**config.mk**
```make
export PLATFORM = sky130hd
export DESIGN_NAME = mat_dot_accumulator
export DESIGN_NICKNAME = d
export VERILOG_FILES = /design/src/rtl/mat_mult_pkg.sv /design/src/rtl/acc_adder.sv /design/src/rtl/full_add.sv /design/src/rtl/mat_dot_accumulator.sv
export SDC_FILE = /design/constraint.sdc
export NUM_CORES = 1
export LEC_CHECK = 0
export CAP_MARGIN = 20
export CORE_AREA = 8 8 68 70
export CTS_CLUSTER_DIAMETER = 100
export DETAILED_ROUTE_END_ITERATION = 8
export DIE_AREA = 0 0 76 78
export SLEW_MARGIN = 20
export SYNTH_ARGS = -nofsm -noshare
export SYNTH_HDL_FRONTEND = slang
export SYNTH_SLANG_ARGS = --single-unit
```
**constraint.sdc**
```tcl
create_clock -name clk -period 5.7 [get_ports clk]
set_input_delay 0.855 -clock clk [delete_from_list [all_inputs] [get_ports clk]]
set_output_delay 0.855 -clock clk [all_outputs]
set_load 0.02 [all_outputs]
```
**src/rtl/mat_mult_pkg.sv**
```systemverilog
// Shared definitions for the matrix-multiplier datapath: product width,
// constant-width helper and the accumulator FSM encoding.
package mat_mult_pkg;

  localparam int unsigned PW = 4;

  // Ceiling log2 usable in constant expressions; clog2(1) = 0.
  function automatic int unsigned clog2(input int unsigned v);
    int unsigned r;
    r = 0;
    for (int unsigned i = 0; i < 32; i++) begin
      if ((64'(1) << i) < 64'(v)) r = i + 1;
    end
    return r;
  endfunction

  typedef enum logic {
    S_IDLE = 1'b0,
    S_ACC  = 1'b1
  } acc_state_t;

endpackage

```
**src/rtl/acc_adder.sv**
```systemverilog
// AW-bit ripple adder: acc plus a zero-extended PW-bit product, carry-in 0.
module acc_adder
  import mat_mult_pkg::*;
#(
  parameter int unsigned AW = 6
) (
  input  logic [AW-1:0] a,
  input  logic [PW-1:0] b,
  output logic [AW-1:0] sum
);

  logic [AW-1:0] b_ext;
  logic [AW-1:0] carry;

  assign b_ext    = AW'(b);
  assign carry[0] = 1'b0;

  for (genvar i = 0; i < AW - 1; i++) begin : g_bit
    full_add u_fa (
      .a  (a[i]),
      .b  (b_ext[i]),
      .ci (carry[i]),
      .s  (sum[i]),
      .co (carry[i+1])
    );
  end

  // AW is sized so the sum never overflows; the top bit needs no carry-out.
  assign sum[AW-1] = a[AW-1] ^ b_ext[AW-1] ^ carry[AW-1];

endmodule

```
**src/rtl/full_add.sv**
```systemverilog
// Single-bit full adder cell used by the ripple adders of the datapath.
module full_add (
  input  logic a,
  input  logic b,
  input  logic ci,
  output logic s,
  output logic co
);

  assign s  = a ^ b ^ ci;
  assign co = (a & b) | (ci & (a ^ b));

endmodule

```
**src/rtl/mat_dot_accumulator.sv**
```systemverilog
// Sums N consecutive products into one C[row][col] element and presents the
// results in row-major order through a valid/ready output register.
module mat_dot_accumulator
  import mat_mult_pkg::*;
#(
  parameter int unsigned N = 4,
  parameter int unsigned M = 4,
  localparam int unsigned AW = PW + clog2(N),
  localparam int unsigned CW = clog2(N),
  localparam int unsigned IW = clog2(M)
) (
  input  logic          clk,
  input  logic          rst,
  input  logic          clr,
  input  logic          p_valid,
  output logic          p_ready,
  input  logic [PW-1:0] p_data,
  output logic          r_valid,
  input  logic          r_ready,
  output logic [AW-1:0] r_data,
  output logic [IW-1:0] r_row,
  output logic [IW-1:0] r_col,
  output logic          r_last,
  output logic          busy
);

  acc_state_t    state_q, state_d;
  logic [AW-1:0] acc_q;
  logic [AW-1:0] addend_c;
  logic [AW-1:0] sum_c;
  logic [CW-1:0] term_q;
  logic [IW-1:0] row_q, col_q;
  logic          final_c, accept_c, complete_c, drain_c, elem_last_c, p_ready_c;

  // Term 0 starts a fresh sum, so the adder sees zero instead of the old acc.
  assign addend_c = (term_q == '0) ? '0 : acc_q;

  acc_adder #(.AW(AW)) u_adder (
    .a   (addend_c),
    .b   (p_data),
    .sum (sum_c)
  );

  // Handshake decode and next-state logic.
  always_comb begin
    state_d     = state_q;
    final_c     = (term_q == CW'(N - 1));
    drain_c     = r_valid & r_ready;
    elem_last_c = (row_q == IW'(M - 1)) & (col_q == IW'(M - 1));
    // Only the final term stalls, and only while the output register is stuck.
    p_ready_c   = !rst & !clr & !(final_c & r_valid & !r_ready);
    accept_c    = p_valid & p_ready_c;
    complete_c  = accept_c & final_c;

    case (state_q)
      S_IDLE:  if (accept_c) state_d = S_ACC;
      S_ACC:   if (complete_c) state_d = S_IDLE;
      default: state_d = S_IDLE;
    endcase

    if (clr) state_d = S_IDLE;
  end

  always_ff @(posedge clk or posedge rst) begin
    if (rst) state_q <= S_IDLE;
    else     state_q <= state_d;
  end

  // Partial sum, term counter, element indices and output register.
  always_ff @(posedge clk or posedge rst) begin
    if (rst) begin
      acc_q   <= '0;
      term_q  <= '0;
      row_q   <= '0;
      col_q   <= '0;
      r_valid <= 1'b0;
      r_data  <= '0;
      r_row   <= '0;
      r_col   <= '0;
      r_last  <= 1'b0;
    end else if (clr) begin
      acc_q   <= '0;
      term_q  <= '0;
      row_q   <= '0;
      col_q   <= '0;
      r_valid <= 1'b0;
      r_data  <= '0;
      r_row   <= '0;
      r_col   <= '0;
      r_last  <= 1'b0;
    end else begin
      if (accept_c) begin
        acc_q  <= sum_c;
        term_q <= final_c ? '0 : term_q + CW'(1);
      end

      if (complete_c) begin
        r_data  <= sum_c;
        r_row   <= row_q;
        r_col   <= col_q;
        r_last  <= elem_last_c;
        r_valid <= 1'b1;
        if (col_q == IW'(M - 1)) begin
          col_q <= '0;
          row_q <= (row_q == IW'(M - 1)) ? '0 : row_q + IW'(1);
        end else begin
          col_q <= col_q + IW'(1);
        end
      end else if (drain_c) begin
        r_valid <= 1'b0;
      end
    end
  end

  assign p_ready = p_ready_c;
  assign busy    = (state_q == S_ACC) | r_valid;

endmodule
```
==> impl_metrics.tcl <==
set metrics [dict create \
    status "complete, no violations" \
    holdCritStartpoint "row_q[0]" \
    worstPathArrival_ns 2.79 \
    port_buffers 22 \
    drv_cap 0 \
    power.density_nw_per_um2 176 \
    netlist_instances 125 \
    cts_setup_buffers 0 \
    crit_type "input pin to output port" \
    critPathCapture "p_ready" \
    finalSetupTns_ns 0 \
    antenna_found_initial 0 \
    finalSetupViolCount 0 \
    ys_ff_latch 25 \
    grt_max_degree 29 \
    worst_slew_pin_slew_ns 0.955 \
    grt_pass1_vias 1063 \
    crit_fanout 28 \
    fin_skew_ns 0.00304 \
    crit_start "clr" \
    hp-class "flop to flop" \
    row_count 22 \
    yosys_warnings 0 \
    cts_buffers 3 \
    drt_wl_total_um 2710 \
    cts.sinks 25 \
    start_kind "input pin" \
    syn_nets 143 \
    synth_area_leaders "dfrtp_1 (46%), mux2_2 (6.6%), nor2b_1 (6.4%)" \
    grt_usage_pct 9.74 \
    dpl.hpwl_um 2010 \
    fin_nets 165 \
    synth_top_area_share_pct 45.7 \
    gp_congestion 0.819 \
    crit_required_ns 4.85 \
    rsz0062_at_grt "false" \
    slew_violations 0 \
    insertedDiodeCount 0 \
    r2r_cells 14 \
    hold-worst-slack_ns 0.520 \
    holdBufCountCts 0 \
    cts_tree "done" \
    ys_types 32 \
    r2r-end "r_data[5]" \
    register_area_um2 626 \
    finalPower_uw 289 \
    period_share_pct 64.0 \
    r2r-start "term_q[0]" \
    yosys.area.top_type "dfrtp_1" \
    grt_pass1_wl_um 4840 \
    multiInputGateArea_um2 671 \
    clockRootBuffer "clkbuf_4" \
    pin_count 23 \
    drt_pass1_iterations 4 \
    cts_resized 0 \
    area_growth_pct 20.3 \
    min_period_ns 3.65 \
    drtAntennaViolNets 0 \
    worst-r2r-setup-slack_ns 2.76 \
    async_reset_ff_share_pct 100 \
    die_y_um 78 \
    vias 947 \
    cts.clk_slew.worst_paths_ns 0.13 \
    hold_depth 1 \
    die_w_um 76 \
    overflow 0 \
    nFillCells 334 \
    avgSynthCellArea_um2 11.0 \
    fmax_mhz 274 \
    clk_latency_ns 0.31 \
    htree_num_levels 1 \
    endpoint_kind "output port" \
    vias_per_cell 4.88 \
    drtIter0Drc 46 \
    start_util_pct 38.6 \
    core_area_um2 3550 \
    layout-drive-gt1-share_pct 8.90 \
    synth_edf_count 0 \
    ir_worst_vdd_v 0.000149 \
    cts_buffer_depth 2 \
    drc 0 \
    post_drt_wl_per_cell_um 14.0 \
    hold_viol 0 \
    max-slew-margin-rel_pct 36.1 \
    dieArea_um2 5930 \
    p_leak_uw 0.000768 \
    ys_seq_area_share_pct 45.7 \
    synth_area_um2 1370 \
    synthFlopType "dfrtp_1" \
]
[metrics by stage]
step	worst slack (ns)	area (µm²)	instances	util, %
6_report	2.05	1650	194	46.4
5_1_grt	1.95	1650	194	46.4
4_1_cts	2.06	1650	194	46.4
3_5_place_dp	2.06	1620	190	45.7
3_3_place_gp	2.09	1620	190	45.7
2_1_floorplan	2.96	1370	125	-
[state kept, by name, summed over array words and instances, names as in the netlist]
name     flops
acc_q        6
r_data       6
col_q        2
r_col        2
r_row        2
row_q        2
term_q       2
r_last       1
r_valid      1
state_q      1
[layout by cell type, fill, tap and decap left out, types with 2 or more instances in the layout]
cell type        netlist  layout
nand4_1                2       2
nand2b_1               9       9
fa_1                   3       3
mux2_1                 3       3
mux2i_1                6       6
nand3_1                3       3
inv_1                 12      11
nor2b_1               14      14
clkdlybuf4s50_1        0      22
clkbuf_4               0       3
o31ai_1                2       2
ha_1                   6       6
nor2_1                 2       2
a21oi_1                5       5
o21ai_0                3       3
mux2_2                 8       8
nand2_1                2       2
dfrtp_1               25      25
nor3_1                 3       3
[area by class of cell]
type	instances	area share (%)
Clock buffer	4	1.59
Inverter	12	2.73
Multi-Input combinational cell	83	40.7
Sequential cell	25	38.0
Tap cell	48	3.64
Timing Repair Buffer	22	13.4
[power breakdown]
| part | switching (µW) | leakage [µW] | total (µW) | internal [µW] |
|---|---|---|---|---|
| clock network | 51.6 | 0.0000150 | 79.0 | 27.4 |
| logic | 16.2 | 0.000406 | 29.3 | 13.1 |
| registers | 1.31 | 0.000347 | 181 | 180 |
| total | 69.2 | 0.000768 | 289 | 220 |
[logic make-up after synthesis]
kind of cell / after synthesis / share of synthesized area, %
AO/OA/AOI/OAI: 14 / 6.30
flip-flops: 25 / 45.7
multiplexers: 17 / 13.4
buffers and inverters: 17 / 5.39
AND/OR/NAND/NOR: 43 / 19.4
adder cells (fa/ha/maj): 9 / 9.86
[critical path, cell delays in order]
cell and delay, ns:
clkdlybuf4s50_1 0.90, nor3_1 0.38, clkdlybuf4s50_1 0.65
[Yosys cell counts, types with 2 or more instances]
cell,count
dfrtp_1,25
nand2_1,2
fa_1,3
nor2_1,2
nor2b_1,14
o31ai_1,2
mux2_2,8
clkbuf_1,2
inv_1,12
nand4_1,2
a21oi_1,5
buf_2,2
nand2b_1,9
o21ai_0,3
nor3_1,3
nand3_1,3
ha_1,6
mux2i_1,6
mux2_1,3
[layer usage]
metal,GRT usage (%),part of all wire (%),vias up
li1,-,-,466
met4,1.96,0.44,0
met2,16.0,46,26
met1,11.5,47,453
met5,0,0,-
met3,4.26,6.7,2
[how the worst min path moves through the flow]
stage / endpoint
after global placement: col_q[0]
after CTS: col_q[0]
after global routing: col_q[0]
after detailed placement: col_q[0]
final: row_q[0]
after floorplan: col_q[0]
No activity file was read; power rests on OpenSTA's default activity.
